[src/rtl/ybus_arb_pkg.sv]
// Shared types for the Y-bus arbiter: FSM states, parity-sense encoding and the
// expected-parity helper used at grant time.
package ybus_arb_pkg;

  typedef enum logic [1:0] {
    IDLE    = 2'd0,
    XFER    = 2'd1,
    RELEASE = 2'd2
  } state_e;

  localparam logic PAR_EVEN = 1'b0;
  localparam logic PAR_ODD  = 1'b1;

  // Widest data word the parity helper accepts; narrower words are zero-extended,
  // which leaves the reduction XOR unchanged.
  localparam int MAX_DW = 256;

  function automatic logic exp_parity(input logic [MAX_DW-1:0] data, input logic partysel);
    return (partysel == PAR_EVEN) ? (^data) : (~^data);
  endfunction

endpackage

[src/rtl/ybus_arbiter_rr_picker.sv]
// Combinational round-robin picker: first asserted request at or after ptr_i,
// wrapping N-1 to 0. Zero latency, no backpressure.
module rr_picker #(
  parameter int N  = 4,
  parameter int PW = 2
) (
  input  logic [N-1:0]  req_i,
  input  logic [PW-1:0] ptr_i,
  output logic          valid_o,
  output logic [PW-1:0] idx_o
);

  always_comb begin
    valid_o = |req_i;
    idx_o   = '0;
    // Walk offsets from farthest to nearest so the nearest requester wins.
    for (int k = N - 1; k >= 0; k--) begin
      if (req_i[(int'(ptr_i) + k) % N]) begin
        idx_o = PW'((int'(ptr_i) + k) % N);
      end
    end
  end

endmodule

[src/rtl/ybus_arbiter.sv]
// Round-robin arbiter sharing one Y-side consumer among N writebuffers; grant and
// OREQ appear one edge after YREQ is sampled; the source is held via YACK until release.
module ybus_arbiter
  import ybus_arb_pkg::*;
#(
  parameter int N  = 4,
  parameter int DW = 32,
  parameter int CW = 8
) (
  input  logic                 HCLK,
  input  logic                 HRESET,
  input  logic                 PARTYSEL,
  input  logic [N-1:0]         YREQ,
  input  logic [N*DW-1:0]      YDATA,
  input  logic [N-1:0]         YPARITY,
  output logic [N-1:0]         YACK,
  output logic                 OREQ,
  output logic [DW-1:0]        ODATA,
  output logic                 OPARITY,
  output logic [$clog2(N)-1:0] OSRC,
  input  logic                 OACK,
  output logic                 PARERR,
  output logic [CW-1:0]        ERRCNT
);

  localparam int SW = $clog2(N);

  state_e         state_q, state_d;
  logic [SW-1:0]  ptr_q, ptr_d;
  logic [SW-1:0]  osrc_q, osrc_d;
  logic [N-1:0]   yack_q, yack_d;
  logic           oreq_q, oreq_d;
  logic [DW-1:0]  odata_q, odata_d;
  logic           opar_q, opar_d;
  logic           parerr_q, parerr_d;
  logic [CW-1:0]  errcnt_q, errcnt_d;

  logic           pick_vld;
  logic [SW-1:0]  pick_idx;
  logic [DW-1:0]  pick_dat;
  logic           pick_par;
  logic           pick_bad;

  rr_picker #(
    .N  (N),
    .PW (SW)
  ) u_rr_picker (
    .req_i   (YREQ),
    .ptr_i   (ptr_q),
    .valid_o (pick_vld),
    .idx_o   (pick_idx)
  );

  always_comb begin
    pick_dat = '0;
    pick_par = 1'b0;
    for (int i = 0; i < N; i++) begin
      if (pick_idx == SW'(i)) begin
        pick_dat = YDATA[i*DW +: DW];
        pick_par = YPARITY[i];
      end
    end
    pick_bad = (pick_par != exp_parity(MAX_DW'(pick_dat), PARTYSEL));
  end

  always_comb begin
    state_d  = state_q;
    ptr_d    = ptr_q;
    osrc_d   = osrc_q;
    yack_d   = yack_q;
    oreq_d   = oreq_q;
    odata_d  = odata_q;
    opar_d   = opar_q;
    parerr_d = 1'b0;
    errcnt_d = errcnt_q;

    unique case (state_q)
      IDLE: begin
        if (pick_vld) begin
          odata_d = pick_dat;
          opar_d  = pick_par;
          osrc_d  = pick_idx;
          oreq_d  = 1'b1;
          state_d = XFER;
          if (pick_bad) begin
            parerr_d = 1'b1;
            if (errcnt_q != {CW{1'b1}}) errcnt_d = errcnt_q + 1'b1;
          end
        end
      end
      XFER: begin
        // A source dropping YREQ here is ignored; only OACK ends this phase.
        if (OACK) begin
          oreq_d  = 1'b0;
          yack_d  = {{(N-1){1'b0}}, 1'b1} << osrc_q;
          state_d = RELEASE;
        end
      end
      RELEASE: begin
        if (!OACK && !YREQ[osrc_q]) begin
          yack_d  = '0;
          ptr_d   = (osrc_q == SW'(N - 1)) ? '0 : osrc_q + 1'b1;
          state_d = IDLE;
        end
      end
      default: state_d = IDLE;
    endcase
  end

  always_ff @(posedge HCLK) begin
    if (HRESET) begin
      state_q  <= IDLE;
      ptr_q    <= '0;
      osrc_q   <= '0;
      yack_q   <= '0;
      oreq_q   <= 1'b0;
      odata_q  <= '0;
      opar_q   <= 1'b0;
      parerr_q <= 1'b0;
      errcnt_q <= '0;
    end else begin
      state_q  <= state_d;
      ptr_q    <= ptr_d;
      osrc_q   <= osrc_d;
      yack_q   <= yack_d;
      oreq_q   <= oreq_d;
      odata_q  <= odata_d;
      opar_q   <= opar_d;
      parerr_q <= parerr_d;
      errcnt_q <= errcnt_d;
    end
  end

  assign YACK    = yack_q;
  assign OREQ    = oreq_q;
  assign ODATA   = odata_q;
  assign OPARITY = opar_q;
  assign OSRC    = osrc_q;
  assign PARERR  = parerr_q;
  assign ERRCNT  = errcnt_q;

endmodule

[config.mk]
export PLATFORM = sky130hd
export DESIGN_NAME = ybus_arbiter
export DESIGN_NICKNAME = d
export VERILOG_FILES = /design/src/rtl/ybus_arb_pkg.sv /design/src/rtl/ybus_arbiter_rr_picker.sv /design/src/rtl/ybus_arbiter.sv
export SDC_FILE = /design/constraint.sdc
export NUM_CORES = 1
export LEC_CHECK = 0
export ABC_AREA = 1
export BUFFER_PORTS_ARGS = -buffer_cell sky130_fd_sc_hd__buf_2
export CAP_MARGIN = 10
export CORE_MARGIN = 4
export CORE_UTILIZATION = 49
export DETAILED_ROUTE_END_ITERATION = 10
export PLACE_DENSITY_LB_ADDON = 0.05
export REMOVE_ABC_BUFFERS = 1
export SYNTH_ARGS = -nofsm -noshare
export SYNTH_HDL_FRONTEND = slang
export SYNTH_SLANG_ARGS = --single-unit
[constraint.sdc]
create_clock -name HCLK -period 3.1 [get_ports HCLK]
set_input_delay 0.465 -clock HCLK [delete_from_list [all_inputs] [get_ports HCLK]]
set_output_delay 0.465 -clock HCLK [all_outputs]
set_load 0.01 [all_outputs]
# After elaboration in Yosys (flattened, before gate mapping)
# Index checks and enable logic that the tools add are counted.
# classes
n_lt_le_gt_ge	5
n_addsub	5
shifts	1
reduce_logical	20
bitwise	5
n_eq_ne	11
n_mux	38
# ops
cell	count
$reduce_xnor 256->1	1
$reduce_xor 256->1	1
$mux 32	4
$mux 1	16
$mux 2	8
$lt 3x4->1 const B	3
$bmux 1 s2	5
$reduce_and 3->1	3
$add 8x1->8 const B	1
$eq 2x2->1 const B	4
$mux 4	2
$ne 8x8->1 const B	1
$pmux 4 s2	1
$lt 2x3->1 const B	2
$ne 2x2->1 const B	3
$pmux 2 s3	1
$reduce_or 2->1	3
$add 2x1->2 const B	2
$add 2x2->2 const B	2
$eq 2x1->1 const B	2
$logic_not 2->1	2
$reduce_and 2->1	2
$reduce_and 4->1	1
$reduce_bool 2->1	2
other kinds (9)	13
# totals
input_bits	140
wordCells	94
regBits	53
output_inout_bits	49

# Depth between registers and ports, before layout
# logic_depth
depth_word	19
depth_mapped	32
ltp_nobuf	31

# Cells and area by module
# From an unflattened synthesis, not the netlist that was laid out.
# hier_totals
cells_unflattened	718
hier_area_um2	3995.1
# modules_own_cells
mod	cells_per_inst	area_per_inst_um2	instances
ybus_arbiter	672	3806.2	1
rr_picker	46	188.9	1

# Worst setup path before layout
# OpenSTA, ideal clock, no wires.
# synth_path
path_kind	input -> register
startpoint	in YREQ[3]
endpoint	reg errcnt_q[0] (netlist: ERRCNT[0])
stages	25
setup_slack_ns	0.327
required_time_ns	2.987
arrival_time_ns	2.660
setup_ns	0.113
cell_sequence	inv_1 > o21ai_1 > nand2_1 > nand3_2 > nand3_2 > nand2_4 > buf_12 > nand2_2 > or2_1 > a21oi_2 > nand2_1 > nand2_1 > nand2_1 > nand2_1 > nand3_1 > nand2_1 > inv_1 > nand2_2 > nand2_1 > nand2_2 > nand3_1 > nor2_2 > nand2_1 > nand2_1 > nor2_1
# synth_via
elab_chain_cells	16
elab_cells_between_ends	33
cone_classes	eq/ne (4); mux (24); reduce/logical (5)
# synth_rtl
element	line_no	rtl
start, declared	ybus_arbiter.sv:13	input logic [N-1:0] YREQ,
$bmux 1 s2	ybus_arbiter_rr_picker.sv:18	if (req_i[(int'(ptr_i) + k) % N]) begin
$mux 1 (implied by the code) (2 in series)	ybus_arbiter_rr_picker.sv:18	
$mux 2 (4 in series)	ybus_arbiter_rr_picker.sv:18	
$logic_not 2->1	ybus_arbiter.sv:58	if (pick_idx == SW'(i)) begin
$mux 32 (4 in series)	ybus_arbiter.sv:58	
$reduce_xor 256->1 or $reduce_xnor 256->1 (tied branches)	ybus_arb_pkg.sv:19	return (partysel == PAR_EVEN) ? (^data) : (~^data);
$mux 1	ybus_arb_pkg.sv:19	
$ne 1x1->1	ybus_arbiter.sv:63	pick_bad = (pick_par != exp_parity(MAX_DW'(pick_dat), PARTYSEL));
$reduce_and 4->1 (no line) (*)	--	
end signal, assigned	ybus_arbiter.sv:130	errcnt_q <= errcnt_d;
end, declared	ybus_arbiter.sv:36	logic [CW-1:0] errcnt_q, errcnt_d;
# Every way passes the cells marked *; elsewhere a longest branch is shown, timed or not. The select of a mux whose other input is x is not followed.
# A chain may end at the register's enable or synchronous reset.

# Worst setup path after layout
# layout_path
startpoint	reg ptr_q[0]
endpoint	reg errcnt_q[2] (netlist: ERRCNT[2])
# layout_via
elab_chain_cells	17
elab_cells_between_ends	35
cone_classes	add/sub (3); eq/ne (4); mux (24); reduce/logical (4)
# layout_rtl
element	line_no	rtl
start, declared	ybus_arbiter.sv:29	logic [SW-1:0] ptr_q, ptr_d;
start signal, assigned	ybus_arbiter.sv:123	ptr_q <= ptr_d;
$add 2x2->2	ybus_arbiter_rr_picker.sv:18, ybus_arbiter_rr_picker.sv:19	
$bmux 1 s2	ybus_arbiter_rr_picker.sv:18	
$mux 1 (implied by the code) (2 in series)	ybus_arbiter_rr_picker.sv:18	
$mux 2 (3 in series)	ybus_arbiter_rr_picker.sv:18	
$mux 2 (*)	ybus_arbiter_rr_picker.sv:18	
$logic_not 2->1	ybus_arbiter.sv:58	
$mux 32 (4 in series)	ybus_arbiter.sv:58	
$reduce_xor 256->1 or $reduce_xnor 256->1 (tied branches)	ybus_arb_pkg.sv:19	
$mux 1	ybus_arb_pkg.sv:19	
$ne 1x1->1 (*)	ybus_arbiter.sv:63	
$reduce_and 4->1 (no line) (*)	--	
# Marks and branches as above.

==> flow_metrics.tcl <==
set metrics [dict create \
    maxCapViolCount 0 \
    ys_seq_elements 53 \
    netlist_area_um2 4520 \
    fp.coreArea_um2 8850 \
    rrSetupSlack_ns -0.10 \
    dpl.hpwl_um 11600 \
    slowest_stage "dfxtp_2" \
    antenna_found_initial 0 \
    vias 6082 \
    p_total_mw 3.29 \
    die_area_um2 10800 \
    initial_core_util 0.511 \
    synth_cell_types 35 \
    grt_pass1_wl_um 25100 \
    path_max_fanout 7 \
    drt_iter0_markers 337 \
    synth.avg_cell_area_um2 5.78 \
    mostFrequentLayoutCells "236 x nand2_1, 188 x buf_2, 94 x inv_1" \
    clkLatencyLatePin_ns 0.33 \
    die_w_um 104 \
    ys_warn_count 0 \
    fin_nets 1168 \
    area_growth_syn_to_layout_pct 47.1 \
    power.density_nw_per_um2 496 \
    critPathKind "flip-flop to flip-flop" \
    r2r_end "ERRCNT[2]$_SDFFE_PP0P_" \
    cts.sink_count 53 \
    critPathLaunchType "flip-flop" \
    min_from "OACK" \
    layout-drive-gt1-share 0.379 \
    grt_usage 0.276 \
    holdPathEnd "state_q[0]$_SDFFE_PP0P_" \
    period_minus_slack_ns 3.20 \
    grt_max_degree 51 \
    hold_viol 0 \
    max_stage_delay_ns 0.34 \
    root_buffer "clkbuf_8" \
    yosysSeqAreaShare 0.235 \
    io_buffer_count 188 \
    final_antenna_net_count 0 \
    max_freq_mhz 312 \
    cp_data_arrival_time_ns 3.46 \
    relSlewSlack 0.304 \
    gp_congestion 0.923 \
    io_pins 189 \
    fillers 753 \
    drtPass1Iterations 6 \
    placed_cell_area_um2 5850 \
    row_count 34 \
    cts_buffers 5 \
    reg2regPathDepth 30 \
    violations "negative setup slack" \
    drc 0 \
    rr_startpoint "ptr_q[0]$_SDFFE_PP0P_" \
    final_area_um2 6650 \
    holdWs_ns 0.458 \
    wl_um 16600 \
    htreeDepth 2 \
    worst_pin_slew_ns 1.04 \
    leakagePower_nw 3.81 \
    finalWorstSetupSlack_ns -0.101 \
    utilization 0.751 \
    period_share 1.03 \
    worstHoldPathCells 4 \
    required_ns 3.36 \
    cts.clk_slew.worst_paths_ns 0.11 \
    crit_path_frequent_cell "nand2_1" \
    routedWlPerCell_um 14.7 \
    fin_skew_ns 0.0160 \
    final_common_cell "nand2_1" \
    cp-end-kind "flip-flop" \
    cts_tree "built" \
    grt_pass1_vias 5677 \
    syn_inst 781 \
    max-vdd-ir-drop_uv 270 \
    hp-class "primary input to flip-flop" \
    cts.hold.buffers_added 0 \
    die_height_um 104 \
    grt_overflow 0 \
    n_antenna_cell 0 \
    vias_per_cell 5.37 \
    rsz0062_at_grt "yes" \
    drv_slew 0 \
    setup_viol 8 \
    outcome "finished with violations" \
    clk_path_buf_depth 2 \
]
-- synthesized netlist by cell type, drive strengths merged --
master,n,area share
a21oi,38,0.045
buf,19,0.036
clkbuf,12,0.010
clkinv,1,0.00083
dfxtp,53,0.23
ha,5,0.014
inv,104,0.088
nand2,282,0.24
nand3,104,0.12
nand3b,7,0.012
nand4,24,0.035
nor2,58,0.058
nor3,1,0.0011
nor4,1,0.0014
o211ai,18,0.030
o21ai,35,0.039
o21bai,1,0.0017
or2,12,0.017
xnor2,4,0.0078
xor2,2,0.0039
-- critical path, delay by kind of cell, from the launching register on --
family,cells,cell delay [ns]
AND/OR/NAND/NOR,21,1.98
AO/OA/AOI/OAI,2,0.21
flip-flops,1,0.34
buffers and inverters,7,0.60
-- stage by stage --
step,instances,setup slack [ns],TNS [ns]
floorplan,750,-0.589,-5.33
global placement,1096,-0.111,-0.713
detailed placement,1096,-0.270,-1.92
CTS,1116,-0.0216,-0.0860
global route,1132,-0.350,-2.65
finish,1132,-0.101,-0.685
-- how the worst max path moves through the flow --
stage                                      from                      to  slack (ns)  depth (start not counted)
after detailed placement                YREQ[3]  ERRCNT[2]$_SDFFE_PP0P_       -0.27                         27
final                     ptr_q[0]$_SDFFE_PP0P_  ERRCNT[2]$_SDFFE_PP0P_       -0.10                         30
after global placement                  YREQ[3]  ERRCNT[1]$_SDFFE_PP0P_       -0.11                         24
after CTS                 ptr_q[0]$_SDFFE_PP0P_  ERRCNT[5]$_SDFFE_PP0P_       -0.02                         28
after global routing      ptr_q[0]$_SDFFE_PP0P_  ERRCNT[5]$_SDFFE_PP0P_       -0.35                         32
after floorplan           ptr_q[0]$_SDFFE_PP0P_  ERRCNT[0]$_SDFFE_PP0P_       -0.59                         28
-- sequential cells by signal (all words and copies together), names as in the netlist --
register,cells
ODATA,32
ERRCNT,8
YACK,4
OSRC,2
ptr_q,2
state_q,2
OPARITY,1
OREQ,1
PARERR,1
-- final cells by class --
| class | instances | area (um^2) | share of cell area |
|---|---|---|---|
| repair buffers | 263 | 1750 | 0.264 |
| multi-input cells | 595 | 3190 | 0.481 |
| clock inverters | 3 | 25.0 | 0.00377 |
| clock buffers | 5 | 68.8 | 0.0104 |
| flip-flops and latches | 53 | 1060 | 0.160 |
| inverters | 105 | 407 | 0.0612 |
| well taps | 108 | 135 | 0.0203 |
-- logic make-up (layout without fill, tap and decap cells) --
family                     after synthesis  count (layout)  synth area share
and+or+nand+nor                        489             492             0.489
adders and majority gates                5               5            0.0138
DFF                                     53              53             0.235
xor gates and xnor gates                 6               6            0.0116
buffers and inverters                  136             376             0.135
AOI/OAI and AO/OA                       92              92             0.116
-- what timing repair did --
action	4_1_cts	5_1_grt
pin swaps	9	35
cloned	3	4
endpoints found under the hold margin	0	0
setup buffers	9	12
resized for setup	33	65
endpoints found under the setup margin	8	9
-- power by group --
part           leakage [nW]  switching [mW]  total, mW  internal, mW
Sequential            0.438          0.0696      0.849         0.780
Combinational          3.33            1.20       2.01         0.814
Clock                0.0447           0.271      0.435         0.164
-- per-layer routing --
| layer | track usage | up-vias | part of all wire |
|---|---|---|---|
| met5 | 0 | - | 0 |
| met3 | 0.0441 | 47 | 0.079 |
| met1 | 0.329 | 2786 | 0.38 |
| met4 | 0.0883 | 0 | 0.030 |
| li1 | - | 2981 | - |
| met2 | 0.505 | 268 | 0.51 |
No activity file was read; power rests on OpenSTA's default activity.
